File: config.mk
export PLATFORM = sky130hd
export DESIGN_NAME = uart_tx
export DESIGN_NICKNAME = d
export VERILOG_FILES = /design/src/rtl/uart_tx.sv
export SDC_FILE = /design/constraint.sdc
export NUM_CORES = 1
export LEC_CHECK = 0
export BUFFER_PORTS_ARGS = -buffer_cell sky130_fd_sc_hd__buf_4
export CORE_MARGIN = 10
export CORE_UTILIZATION = 55
export CTS_CLUSTER_SIZE = 30
export DETAILED_ROUTE_END_ITERATION = 6
export HOLD_SLACK_MARGIN = 0.06
export PLACE_DENSITY_LB_ADDON = 0.15
export SETUP_SLACK_MARGIN = 0.1
export SLEW_MARGIN = 20
export SYNTH_ARGS = -nofsm -noshare
export SYNTH_HDL_FRONTEND = slang
export SYNTH_SLANG_ARGS = --single-unit
export TNS_END_PERCENT = 5
File: constraint.sdc
create_clock -name clk -period 4.45 [get_ports clk]
set_clock_uncertainty 0.15 [all_clocks]
set_input_delay 0.89 -clock clk [delete_from_list [all_inputs] [get_ports clk]]
set_output_delay 0.89 -clock clk [all_outputs]
set_load 0.005 [all_outputs]
File: src/rtl/uart_tx.sv
// UART transmitter: start bit, 8 data bits LSB first, [even parity if UART_TX_PARITY_EN], stop bit.
// Latency: accept edge -> start bit on tx_out right after that edge; tx_done pulses 10*D (11*D) clocks later.
// Backpressure: tx_start is ignored while tx_busy=1; a request held through tx_done is taken back-to-back.
module uart_tx #(
  parameter int              DIV_W        = 20,
  parameter logic [DIV_W-1:0] DEFAULT_BAUD = 20'd20
) (
  input  logic             clk,
  input  logic             rst,
  input  logic             sel,
  input  logic [DIV_W-1:0] baud,
  input  logic             tx_en,
  input  logic             tx_start,
  input  logic [7:0]       tx_data,
  output logic             tx_out,
  output logic             tx_busy,
  output logic             tx_done
);

`ifdef UART_TX_PARITY_EN
  typedef enum logic [2:0] {IDLE, START, DATA, PARITY, STOP} state_t;
`else
  typedef enum logic [2:0] {IDLE, START, DATA, STOP} state_t;
`endif

  state_t           state_q, state_d;
  logic [DIV_W-1:0] cnt_q, cnt_d;
  logic [DIV_W-1:0] div_q, div_d;
  logic [7:0]       shift_q, shift_d;
  logic [2:0]       idx_q, idx_d;
  logic             tx_out_q, tx_out_d;
  logic             busy_q, busy_d;
  logic             done_q, done_d;
`ifdef UART_TX_PARITY_EN
  logic             par_q, par_d;
`endif

  logic [DIV_W-1:0] div_sel;
  logic [DIV_W-1:0] div_eff;
  logic             bit_end;

  // Divisors below 2 would leave no room for the counter to roll, so they clamp to 2.
  assign div_sel = sel ? baud : DEFAULT_BAUD;
  assign div_eff = (div_sel < DIV_W'(2)) ? DIV_W'(2) : div_sel;
  assign bit_end = (cnt_q == div_q - DIV_W'(1));

  always_comb begin
    state_d  = state_q;
    div_d    = div_q;
    shift_d  = shift_q;
    idx_d    = idx_q;
    tx_out_d = tx_out_q;
    busy_d   = busy_q;
    done_d   = 1'b0;
`ifdef UART_TX_PARITY_EN
    par_d    = par_q;
`endif
    cnt_d    = (state_q == IDLE || bit_end) ? '0 : cnt_q + DIV_W'(1);

    case (state_q)
      IDLE: begin
        tx_out_d = 1'b1;
        if (tx_en && tx_start) begin
          shift_d  = tx_data;
          div_d    = div_eff;
          idx_d    = 3'd0;
          busy_d   = 1'b1;
          tx_out_d = 1'b0;
          state_d  = START;
`ifdef UART_TX_PARITY_EN
          par_d    = ^tx_data;
`endif
        end
      end
      START: begin
        if (bit_end) begin
          tx_out_d = shift_q[0];
          state_d  = DATA;
        end
      end
      DATA: begin
        // shift_q[0] is the bit on the line; the next one sits in shift_q[1].
        if (bit_end) begin
          shift_d = shift_q >> 1;
          if (idx_q == 3'd7) begin
`ifdef UART_TX_PARITY_EN
            tx_out_d = par_q;
            state_d  = PARITY;
`else
            tx_out_d = 1'b1;
            state_d  = STOP;
`endif
          end else begin
            idx_d    = idx_q + 3'd1;
            tx_out_d = shift_q[1];
          end
        end
      end
`ifdef UART_TX_PARITY_EN
      PARITY: begin
        if (bit_end) begin
          tx_out_d = 1'b1;
          state_d  = STOP;
        end
      end
`endif
      STOP: begin
        if (bit_end) begin
          tx_out_d = 1'b1;
          busy_d   = 1'b0;
          done_d   = 1'b1;
          state_d  = IDLE;
        end
      end
      default: begin
        tx_out_d = 1'b1;
        busy_d   = 1'b0;
        state_d  = IDLE;
      end
    endcase
  end

  always_ff @(posedge clk or negedge rst) begin
    if (!rst) begin
      state_q  <= IDLE;
      cnt_q    <= '0;
      div_q    <= '0;
      shift_q  <= '0;
      idx_q    <= '0;
      tx_out_q <= 1'b1;
      busy_q   <= 1'b0;
      done_q   <= 1'b0;
`ifdef UART_TX_PARITY_EN
      par_q    <= 1'b0;
`endif
    end else begin
      state_q  <= state_d;
      cnt_q    <= cnt_d;
      div_q    <= div_d;
      shift_q  <= shift_d;
      idx_q    <= idx_d;
      tx_out_q <= tx_out_d;
      busy_q   <= busy_d;
      done_q   <= done_d;
`ifdef UART_TX_PARITY_EN
      par_q    <= par_d;
`endif
    end
  end

  assign tx_out  = tx_out_q;
  assign tx_busy = busy_q;
  assign tx_done = done_q;

endmodule

* Word-level counts from Yosys, hierarchy flattened
Cells that the tools add are included.
** Word-level totals
- Input port bits :: 33
- Register bits after elaboration :: 57
- Output and inout bits :: 3
** Cells by class
- Order comparisons :: 1
- Equal/unequal tests :: 11
- Reductions and logical operators :: 11
- Multiplexer cells :: 27
- Add/sub/neg operators :: 3
- Bitwise operators :: 1
** Operators with widths (count)
- $mux 20 :: 3
- $mux 3 :: 8
- $add 20x1->20 const B :: 1
- $eq 20x20->1 :: 1
- $lt 20x2->1 const B :: 1
- $sub 20x1->20 const B :: 1
- $mux 8 :: 2
- $pmux 8 s2 :: 1
- $pmux 3 s4 :: 1
- $ne 2x2->1 const B :: 5
- $mux 1 :: 9
- $reduce_and 3->1 :: 3
- $eq 3x2->1 const B :: 2
- $pmux 3 s2 :: 1
- $reduce_and 5->1 :: 1
- $pmux 1 s4 :: 1
- $reduce_and 4->1 :: 1
- $add 3x1->3 const B :: 1
- $eq 3x1->1 const B :: 1
- $eq 3x3->1 const B :: 1
- $logic_not 3->1 :: 1
- $pmux 1 s3 :: 1
- $ne 2x1->1 const B :: 1
- $reduce_and 2->1 :: 1
- other kinds (5) :: 5

* Logic depth before layout (Yosys ltp)
- Depth in word-level cells :: 4
- Gate-level depth with buffers :: 12

* Least setup slack after synthesis
No wires, ideal clock.
- Path kind :: flip-flop to flip-flop
- Start :: register div_q[4]
- End :: register shift_q[0]
- Clock period less this slack :: 3.074 ns
- Library setup time :: 0.125 ns
- Stages on the path, launching flop included :: 10
- Slack :: 1.376 ns
- Buffers on the path :: 1
- Arrival :: 2.799 ns
- Data required time :: 4.175 ns
- Cell sequence :: dfrtp_1 > buf_6 > or4_4 > or4_4 > nor3_2 > o211ai_2 > nor4_4 > nand3_2 > a21oi_4 > mux2_2
** On the way
- Cells in the longest elaborated chain, start to end :: 4
** Ends and longest elaborated chain
- start: declaration :: line 28 : logic [DIV_W-1:0] div_q, div_d;
- start signal: assignment :: line 139 : div_q <= div_d;
- $sub 20x1->20 :: line 45 : assign bit_end = (cnt_q == div_q - DIV_W'(1));
- $eq 20x20->1 :: line 45
- $ne 2x2->1 (no line)
- $reduce_and 3->1 (no line)
- end signal: assignment :: line 140 : shift_q <= shift_d;
- end: declaration :: line 29 : logic [7:0] shift_q, shift_d;
No other way between the ends.
A chain may end at the register's enable or synchronous reset.

* Worst setup path after layout
- Start :: register div_q[0]
- End :: register cnt_q[19]
** On the way
- Cells in the longest elaborated chain, start to end :: 4
** Ends and longest elaborated chain
- $sub 20x1->20 :: line 45
- $eq 20x20->1 :: line 45
- $logic_or 1x1->1 :: line 58 : cnt_d = (state_q == IDLE || bit_end) ? '0 : cnt_q + DIV_W'(1);
- $mux 20 :: line 58
- named net cnt_d[19] :: line 27 : logic [DIV_W-1:0] cnt_q, cnt_d;
- end signal: assignment :: line 138 : cnt_q <= cnt_d;
- end: declaration :: line 27
The timed path passes the listed nets, and every way through them passes these cells.

==> summary.txt <==
first-pass GRT wire length = 13,200 um
CORE AREA = 0.00603 mm^2
Die X = 99.6 um
hold buffer count at CTS = 0
post-CTS setup buffer count = 0
CTS root buffer = clkbuf_8
Seq/Total Area, Yosys = 40.2%
Via density = 5.77
hold worst-path end = shift_q[3]$_DFFE_PN0P_
FFs w/ async S/R, synth = 100%
CTS Buf Count = 5
Seq. cell area = 0.00140 mm^2
Max-Slew Margin vs Limit = 38.8%
Synth area leaders = dfrtp_1 (39%), xnor2_1 (6.3%), nand2_1 (5.6%)
antenna-violating nets left = 0
Worst EP arrival = 3.80 ns
Top FF cell, synth = dfrtp_1
Worst Setup Start Kind = flop
cells after synthesis = 384
CP required = 4.48 ns
R2R Path End = cnt_q[19]$_DFF_PN0_
post-layout min period = 3.78 ns
Leak = 1.69 nW
Power per Cell Area = 584 mW/mm^2
Layout Utilization = 64.6%
CP Class = flop to flop
starting density of the core = 57.9%
Final TNS setup = 0 ns
Final Hold Viols = 0
Yosys cell types = 58
vias = 2,806
DR WL/cell = 15.5 um
peak supply drop = 355 uV
layout cells sized above 1 = 18.7%
largest net degree at the start of global routing = 57
WHS Path Cells = 1
synth warn = 0
Avg Inst Size Synth = 9.08 um^2
Synth Register Bits = 56
Final setup viols = 0
total gr overflow = 0
mapped cell area = 0.00349 mm^2
Reg2Reg Setup Slack = 0.67 ns
Placer Congestion = 0.840
crit-path max FO = 20
GR Util All Layers = 15.7%
reg2reg start = div_q[0]$_DFFE_PN0P_
nets = 452
multi-input logic area = 0.00197 mm^2
DR iter-0 viols = 151
status = finished clean
Yosys top cell by area = dfrtp_1
drt drc = 0
Max-cap violations = 0
hpwl dp = 5730 um
CP endpoint kind = flop
RSZ-0062 raised after global routing = no
drt total wl = 7520 um
router iterations before antenna repair = 4
fmax = 265 MHz
row count = 28
die area = 0.00993 mm^2
clock sink count = 56
Chip Height = 99.6 um
Worst-path clk slew = 0.11 ns
Slew @ Worst Pin = 0.915 ns
Max Slew Vio Count = 0
Post-synth EDFFs = 0
CTS H-Tree Depth = 2
initial antenna violation count = 0
diode count = 0
vias in the first global route = 2,770
# fillers = 540
CTS tree = built
later-pin clock latency in the skew report = 0.32 ns
Buffers on Ports = 35
CTS max path bufs = 2
hold_sp = shift_q[3]$_DFFE_PN0P_
Final period util = 84.9%
Hold WC Path Type = flop to flop
worst reg2reg path depth = 10
post-cts resize count = 0
Synth top area share = 39.5%
io pins = 36
Mapped Nets = 426
Area Growth Syn to Fin = 11.7%
## state kept, by name (all words and copies together), names as in the netlist
name and flops:
cnt_q 20, div_q 20, shift_q 8, idx_q 3, state_q 2, tx_busy 1
tx_done 1, tx_out 1
## cells by family (layout without fill, tap and decap cells)
group	Yosys count	count (layout)	synth area share, %
adder cells (fa/ha/maj)	9	9	3.23
XOR/XNOR	44	44	11.1
buffers and inverters	27	54	3.34
multiplexers	16	16	5.17
AND/OR/NAND/NOR	168	168	24.7
AO/OA/AOI/OAI	64	64	12.3
flip-flops	56	56	40.2
## critical path: stages (launching register included)
cell     delay [ns]
dfrtp_1        0.50
inv_1          0.10
ha_1           0.26
nor3b_1        0.50
a21oi_1        0.14
nor4_1         0.30
nand4_1        0.23
nor4_4         0.38
nand3_2        0.29
or2b_1         0.64
nor2_1         0.13
## synth_stat cells, types with 4 or more instances
cell and number:
dfrtp_1 55, nand2_1 52, nor2_1 33, o21ai_0 30, xnor2_1 25, xor2_1 19
nand3_1 17, mux2_2 16, clkbuf_1 13, nand4_1 13, nor3_1 10, ha_1 9
a21oi_1 8, and3_1 8, inv_1 8, nor4_1 8, nor2b_1 6, o211ai_1 4
## metal layers
layer	vias up	wire [um]	track usage, %	share of wire (%)
met1	1341	3800	21.9	50
met5	-	0	0	0
met2	49	3370	24.1	45
li1	1407	-	-	-
met3	9	273	3.04	3.6
met4	0	80	3.86	1.1
## layout by cell type (no fill, tap or decap), types with 9 or more instances in the layout
| cell type | Yosys | layout |
|---|---|---|
| dfrtp_1 | 55 | 55 |
| nand2_1 | 52 | 52 |
| buf_4 | 1 | 38 |
| nor2_1 | 33 | 33 |
| o21ai_0 | 30 | 30 |
| xnor2_1 | 25 | 25 |
| xor2_1 | 19 | 19 |
| nand3_1 | 17 | 17 |
| mux2_2 | 16 | 16 |
| nand4_1 | 13 | 13 |
| nor3_1 | 10 | 10 |
| ha_1 | 9 | 9 |
## stage by stage
step	power (mW)	setup WS, ns	hold slack [ns]	cells	instance area [um^2]
2_1_floorplan	1.69	1.38	0.320	384	3490
3_3_place_gp	1.90	0.877	0.337	478	3780
3_5_place_dp	1.94	0.702	0.341	478	3780
4_1_cts	2.28	0.670	0.369	486	3890
5_1_grt	2.46	0.286	0.390	486	3890
6_report	2.28	0.674	0.368	486	3890
## how the worst max path moves through the flow
stage                         startpoint                endpoint  slack [ns]  depth (start not counted)
floorplan           div_q[4]$_DFFE_PN0P_  shift_q[0]$_DFFE_PN0P_        1.38                          9
global placement    div_q[0]$_DFFE_PN0P_     cnt_q[15]$_DFF_PN0_        0.88                         10
detailed placement  div_q[0]$_DFFE_PN0P_     cnt_q[19]$_DFF_PN0_        0.70                         10
CTS                 div_q[0]$_DFFE_PN0P_     cnt_q[19]$_DFF_PN0_        0.67                         10
global route        div_q[0]$_DFFE_PN0P_      cnt_q[6]$_DFF_PN0_        0.29                         10
finish              div_q[0]$_DFFE_PN0P_     cnt_q[19]$_DFF_PN0_        0.67                         10
## power breakdown
| group | total [mW] | switching [mW] | internal, mW |
|---|---|---|---|
| Combinational | 1.06 | 0.561 | 0.502 |
| Sequential | 0.867 | 0.200 | 0.667 |
| Clock | 0.345 | 0.175 | 0.170 |
## area by class of cell
class | instances | area share, %
clock inverters | 3 | 1.19
well taps | 75 | 2.41
flip-flops and latches | 56 | 36.0
clock buffers | 5 | 1.77
inverters | 8 | 0.771
repair buffers | 38 | 7.32
multi-input cells | 301 | 50.5
Power figures use the tool's default switching activity.
